**src/rtl/fp_unpack_norm.sv**
```systemverilog
// rtl/fp_unpack_norm.sv - two-stage IEEE-754 operand unpacker with subnormal normalisation
module fp_unpack_norm #(
    parameter int EW = 5,
    parameter int FW = 10
) (
    input  logic                clk,
    input  logic                rst_n,
    input  logic                in_valid,
    output logic                in_ready,
    input  logic [EW+FW:0]      in_x,
    input  logic                in_ftz,
    output logic                out_valid,
    input  logic                out_ready,
    output logic                out_s,
    output logic [EW+1:0]       out_e,
    output logic [FW:0]         out_m,
    output logic                out_subnorm,
    output logic                out_zero,
    output logic                out_inf,
    output logic                out_nan,
    output logic                out_snan,
    output logic                nv_sticky,
    input  logic                flags_clr
);
    localparam int LZW = $clog2(FW + 1);

    logic s2_load;
    logic s1_load;
    logic in_fire;

    logic          s1_valid_q;
    logic          s1_s_q;
    logic [FW-1:0] s1_f_q;
    logic          s1_emax_q;
    logic          s1_enz_q;
    logic [EW-1:0] s1_e_q;
    logic          s1_sub_q, s1_zero_q, s1_inf_q, s1_nan_q, s1_snan_q;
    logic          s1_ftz_q;
    logic [LZW-1:0] s1_lzc_q;

    logic          s2_valid_q;
    logic          s2_s_q;
    logic [EW+1:0] s2_e_q, s2_e_d;
    logic [FW:0]   s2_m_q, s2_m_d;
    logic          s2_sub_q, s2_zero_q, s2_zero_d, s2_inf_q, s2_nan_q, s2_snan_q;
    logic          sticky_q, sticky_d;

    logic          x_s;
    logic [EW-1:0] x_e;
    logic [FW-1:0] x_f;
    logic          x_emax, x_enz, x_fz;
    logic [LZW-1:0] x_lzc;
    logic [FW:0]   f_ext;

    assign s2_load  = ~s2_valid_q | out_ready;
    assign s1_load  = ~s1_valid_q | s2_load;
    assign in_ready = s1_load;
    assign in_fire  = in_valid & s1_load;

    assign x_s    = in_x[EW+FW];
    assign x_e    = in_x[FW +: EW];
    assign x_f    = in_x[FW-1:0];
    assign x_emax = &x_e;
    assign x_enz  = |x_e;
    assign x_fz   = ~|x_f;

    // Ascending scan: the highest set bit is visited last and sets the count.
    always_comb begin
        x_lzc = '0;
        for (int i = 0; i < FW; i++) begin
            if (x_f[i]) begin
                x_lzc = LZW'(FW - 1 - i);
            end
        end
    end

    always_ff @(posedge clk or negedge rst_n) begin
        if (!rst_n) begin
            s1_valid_q <= 1'b0;
            s1_s_q     <= 1'b0;
            s1_f_q     <= '0;
            s1_e_q     <= '0;
            s1_emax_q  <= 1'b0;
            s1_enz_q   <= 1'b0;
            s1_sub_q   <= 1'b0;
            s1_zero_q  <= 1'b0;
            s1_inf_q   <= 1'b0;
            s1_nan_q   <= 1'b0;
            s1_snan_q  <= 1'b0;
            s1_ftz_q   <= 1'b0;
            s1_lzc_q   <= '0;
        end else begin
            if (s1_load) begin
                s1_valid_q <= in_valid;
            end
            if (in_fire) begin
                s1_s_q    <= x_s;
                s1_f_q    <= x_f;
                s1_e_q    <= x_e;
                s1_emax_q <= x_emax;
                s1_enz_q  <= x_enz;
                s1_sub_q  <= ~x_enz & ~x_fz;
                s1_zero_q <= ~x_enz & x_fz;
                s1_inf_q  <= x_emax & x_fz;
                s1_nan_q  <= x_emax & ~x_fz;
                s1_snan_q <= x_emax & ~x_fz & ~x_f[FW-1];
                s1_ftz_q  <= in_ftz;
                s1_lzc_q  <= x_lzc;
            end
        end
    end

    // Subnormals shift their leading one into the MSB; exponent becomes -lzc.
    always_comb begin
        f_ext     = {1'b0, s1_f_q};
        s2_e_d    = '0;
        s2_m_d    = '0;
        s2_zero_d = s1_zero_q | (s1_sub_q & s1_ftz_q);
        if (s1_sub_q && !s1_ftz_q) begin
            s2_m_d = f_ext << (s1_lzc_q + 1'b1);
            s2_e_d = (EW+2)'(0) - (EW+2)'(s1_lzc_q);
        end else if (s1_enz_q || s1_emax_q) begin
            s2_m_d = {1'b1, s1_f_q};
            s2_e_d = (EW+2)'(s1_e_q);
        end
    end

    assign sticky_d = (out_valid & out_ready & out_snan) ? 1'b1 :
                      flags_clr                          ? 1'b0 : sticky_q;

    always_ff @(posedge clk or negedge rst_n) begin
        if (!rst_n) begin
            s2_valid_q <= 1'b0;
            s2_s_q     <= 1'b0;
            s2_e_q     <= '0;
            s2_m_q     <= '0;
            s2_sub_q   <= 1'b0;
            s2_zero_q  <= 1'b0;
            s2_inf_q   <= 1'b0;
            s2_nan_q   <= 1'b0;
            s2_snan_q  <= 1'b0;
            sticky_q   <= 1'b0;
        end else begin
            sticky_q <= sticky_d;
            if (s2_load) begin
                s2_valid_q <= s1_valid_q;
            end
            if (s2_load && s1_valid_q) begin
                s2_s_q    <= s1_s_q;
                s2_e_q    <= s2_e_d;
                s2_m_q    <= s2_m_d;
                s2_sub_q  <= s1_sub_q;
                s2_zero_q <= s2_zero_d;
                s2_inf_q  <= s1_inf_q;
                s2_nan_q  <= s1_nan_q;
                s2_snan_q <= s1_snan_q;
            end
        end
    end

    assign out_valid   = s2_valid_q;
    assign out_s       = s2_s_q;
    assign out_e       = s2_e_q;
    assign out_m       = s2_m_q;
    assign out_subnorm = s2_sub_q;
    assign out_zero    = s2_zero_q;
    assign out_inf     = s2_inf_q;
    assign out_nan     = s2_nan_q;
    assign out_snan    = s2_snan_q;
    assign nv_sticky   = sticky_q;

endmodule

```
**config.mk**
```make
export PLATFORM = sky130hd
export DESIGN_NAME = fp_unpack_norm
export DESIGN_NICKNAME = d
export VERILOG_FILES = /design/src/rtl/fp_unpack_norm.sv
export SDC_FILE = /design/constraint.sdc
export NUM_CORES = 1
export LEC_CHECK = 0
export CAP_MARGIN = 15
export CORE_ASPECT_RATIO = 0.9
export CORE_MARGIN = 5
export CORE_UTILIZATION = 47
export DETAILED_ROUTE_END_ITERATION = 16
export PLACE_DENSITY = 0.79
export REMOVE_ABC_BUFFERS = 1
export SETUP_SLACK_MARGIN = 0.15
export SLEW_MARGIN = 5
export SYNTH_ARGS = -nofsm -noshare
export SYNTH_HDL_FRONTEND = slang
export SYNTH_SLANG_ARGS = --single-unit
```
**constraint.sdc**
```tcl
create_clock -name clk -period 2.25 [get_ports clk]
set_input_delay 0.3375 -clock clk [delete_from_list [all_inputs] [get_ports clk]]
set_output_delay 0.3375 -clock clk [all_outputs]
set_load 0.01 [all_outputs]
```
==> impl_metrics.env <==
export IMPL_start_kind="register"
export IMPL_drt_wirelength_per_cell_um=15.69
export IMPL_cts_sinks=54
export IMPL_yosys_area_share_xor_xnor_pct=1.286
export IMPL_violations="negative hold slack"
export IMPL_first_iter_violations=210
export IMPL_synthAdderAreaFrac_pct=0.9183
export IMPL_rr_worst_depth=6
export IMPL_hold_viol=6
export IMPL_fill_cells=502
export IMPL_gp_congestion=0.8924
export IMPL_clock_latency_ps=310
export IMPL_ys_top_cells_by_area="dfrtp_1 50%, nand2_1 8.5%, mux2i_1 5.5%"
export IMPL_p_total_w=0.002480
export IMPL_crit_fanout=5
export IMPL_p_per_area_nw_per_um2=725.5
export IMPL_worstSetupPathType="register to register"
export IMPL_grt_max_degree=55
export IMPL_area_growth_pct=25.44
export IMPL_clk_path_buf_depth=2
export IMPL_clk_pin_slew_ps=90
export IMPL_p_int_w=0.001719
export IMPL_fin_area_um2=3418
export IMPL_synth_top_family_by_area="simple AND/OR/NAND/NOR gates"
export IMPL_arrival_ps=2220
export IMPL_synth_async_reset_ratio_pct=100.0
export IMPL_timing_final_crit_share_pct=88.69
export IMPL_fmax_ghz=0.5011
export IMPL_outcome="finished, violations left"
export IMPL_avgSynthCellArea_um2=10.02
export IMPL_syn_inst=272
export IMPL_num_vias=2147
export IMPL_drt_total_wl_mm=6.183
export IMPL_rsz0062_at_grt="true"
export IMPL_yosysMostFrequentCell="nand2_1"
export IMPL_synth_cell_types=45
export IMPL_drcViolationCount=0
export IMPL_port_buffers=48
export IMPL_dieWidth_um=90.27
export IMPL_p_leak_nw=1.506
export IMPL_synth_top_area_share_pct=49.59
export IMPL_cts_root_buf="clkbuf_8"
export IMPL_synthMuxAreaShare_pct=13.50
export IMPL_syn_area_um2=2725
export IMPL_synth_compound_area_share_pct=13.45
export IMPL_r2r_start="s1_lzc_q[0]"
export IMPL_holdWs_ps=-5.465
export IMPL_setup_viol=0
export IMPL_gr_total_overflow=0
export IMPL_yosys_area_top_type="dfrtp_1"
export IMPL_htreeDepth=2
export IMPL_start_util_pct=48.14
export IMPL_yosys_area_share_simple_pct=17.49
export IMPL_clkPwrFrac_pct=21.4
export IMPL_firstDrtPassIters=4
export IMPL_drt_vias_per_instance=5.449
export IMPL_synth_edff_count=0
export IMPL_grt_first_pass_wirelength_mm=10.58
export IMPL_cts_buffers=5
export IMPL_cts_tree="yes"
export IMPL_die_h_um=82.24
export IMPL_min_period_ps=1996
export IMPL_vdd_ir_drop_worst_mv=0.3703
export IMPL_antenna_left=0
export IMPL_switching_share_pct=30.68
export IMPL_synth_seq_cells=54
export IMPL_power_frac_comb_pct=30.6
export IMPL_ys_flop_type="dfrtp_1"
export IMPL_clock_skew_final_ps=5.859
export IMPL_cts_hold_buf=0
export IMPL_ff2ff_setup_slack_ps=250
export IMPL_startpoint="s1_lzc_q[0]"
export IMPL_ios=49
export IMPL_antenna_found_initial=0
export IMPL_power_switching_w=0.0007608
export IMPL_worstPathRequired_ps=2480
export IMPL_core_area_um2=5660
export IMPL_placed_area_um2=3307
export IMPL_yosys_warnings=0
export IMPL_utilization_pct=60.39
export IMPL_rows=26
export IMPL_grt_pass1_vias=2136
export IMPL_seq_power_share_pct=48.1
export IMPL_end_kind="register"
export IMPL_ys_seq_area_share_pct=49.59
export IMPL_rr_endpoint="out_m[7]"
export IMPL_dieArea_um2=7423
export IMPL_maxCapViolCount=0
export IMPL_worstHoldPathType="input pin to async pin"
export IMPL_hpwlAfterDp_mm=4.635
export IMPL_synthTopCellsByCount="62 x nand2_1, 54 x dfrtp_1, 19 x o21ai_0"
export IMPL_grtUsageTotal_pct=17.66
export IMPL_drv_slew=0
export IMPL_slew_headroom_pct=61.39
export IMPL_worst_slew_pin_slew_ps=578.6
export IMPL_nets=348
export IMPL_diodes=0
export IMPL_drive_gt1_share_pct=12.35
[cells by family (layout without fill, tap and decap cells)]
kind of cell | after synthesis | in the layout
adder cells (fa/ha/maj) | 2 | 2
AND/OR/NAND/NOR | 106 | 106
multiplexers | 30 | 30
buffers and inverters | 21 | 73
XOR/XNOR | 4 | 4
flip-flops | 54 | 54
AO/OA/AOI/OAI | 55 | 55
[cells in the final DEF (no fill, tap or decap), drive strengths merged, types with 2 or more instances in the layout]
cell / n
a221o: 4
mux2: 11
a22oi: 4
clkinvlp: 2
nor3: 5
ha: 2
mux4: 4
buf: 14
mux2i: 15
inv: 5
nand3: 5
nand2b: 6
and2: 2
nand2: 62
xnor2: 3
clkbuf: 5
a2bb2oi: 4
nor2: 11
clkdlybuf4s50: 47
dfrtp: 54
o21ai: 22
o31ai: 3
o21bai: 2
a221oi: 3
a21oi: 6
a31oi: 2
and3: 6
nor4: 2
[power groups by stage]
stage	logic (W)	clock network [W]	registers [W]
6_report	0.000758	0.000530	0.00119
5_1_grt	0.000831	0.000583	0.00121
4_1_cts	0.000748	0.000545	0.00119
3_5_place_dp	0.000746	0	0.00121
3_3_place_gp	0.000735	0	0.00121
2_1_floorplan	0.000364	0	0.00123
[layout make-up]
cell class | count | area, µm² | share of cell area [%]
Clock buffer | 5 | 68.82 | 2.013
Clock inverter | 2 | 15.01 | 0.4392
Inverter | 5 | 18.77 | 0.5490
Multi-Input combinational cell | 197 | 1286 | 37.63
Sequential cell | 54 | 1353 | 39.57
Tap cell | 70 | 87.58 | 2.562
Timing Repair Buffer | 61 | 589.3 | 17.24
[worst max-delay path by stage]
stage           endpoint  slack, ps
6_report        out_m[7]        250
5_1_grt        out_m[10]        160
4_1_cts         out_m[9]        150
3_5_place_dp    out_m[9]        190
3_3_place_gp    s1_nan_q        250
2_1_floorplan   out_m[7]       -430
[what timing repair did]
item	in CTS	in global routing
endpoints found under the hold margin	0	0
endpoints found under the setup margin	0	9
gates resized for setup	0	5
setup buffers	0	1
[stage by stage]
| stage | setup TNS (ps) | std cells | worst slack [ps] |
|---|---|---|---|
| 4_1_cts | 0 | 393 | 152.0 |
| 3_5_place_dp | 0 | 386 | 189.5 |
| 5_1_grt | 0 | 394 | 158.5 |
| 2_1_floorplan | -2025 | 256 | -427.2 |
| 3_3_place_gp | 0 | 386 | 251.7 |
| 6_report | 0 | 394 | 254.4 |
[sequential cells by signal, indices dropped and copies added, names as in the netlist]
register	count
out_inf	1
out_s	1
s1_zero_q	1
out_snan	1
out_e	6
out_valid	1
s1_e_q	5
s1_snan_q	1
nv_sticky	1
s1_f_q	10
s1_nan_q	1
s1_ftz_q	1
s1_sub_q	1
out_nan	1
out_subnorm	1
s1_lzc_q	4
s1_valid_q	1
s1_s_q	1
out_m	11
s1_emax_q	1
s1_enz_q	1
s1_inf_q	1
out_zero	1
[critical path, cell delays in order (launching register included)]
cell     delay, ps
dfrtp_1        430
ha_1           250
xor2_1         320
mux4_1         600
nor2_1         100
a21oi_1         50
o21ai_1        170
[per-layer routing]
layer	wire [µm]	part of all wire (%)	global-route usage, %
met1	3022	49	25.44
met2	2747	44	27.19
met3	319	5.2	3.080
met4	94	1.5	6.101
met5	0	0	0
Note: power is estimated with default switching activity, not from simulation.
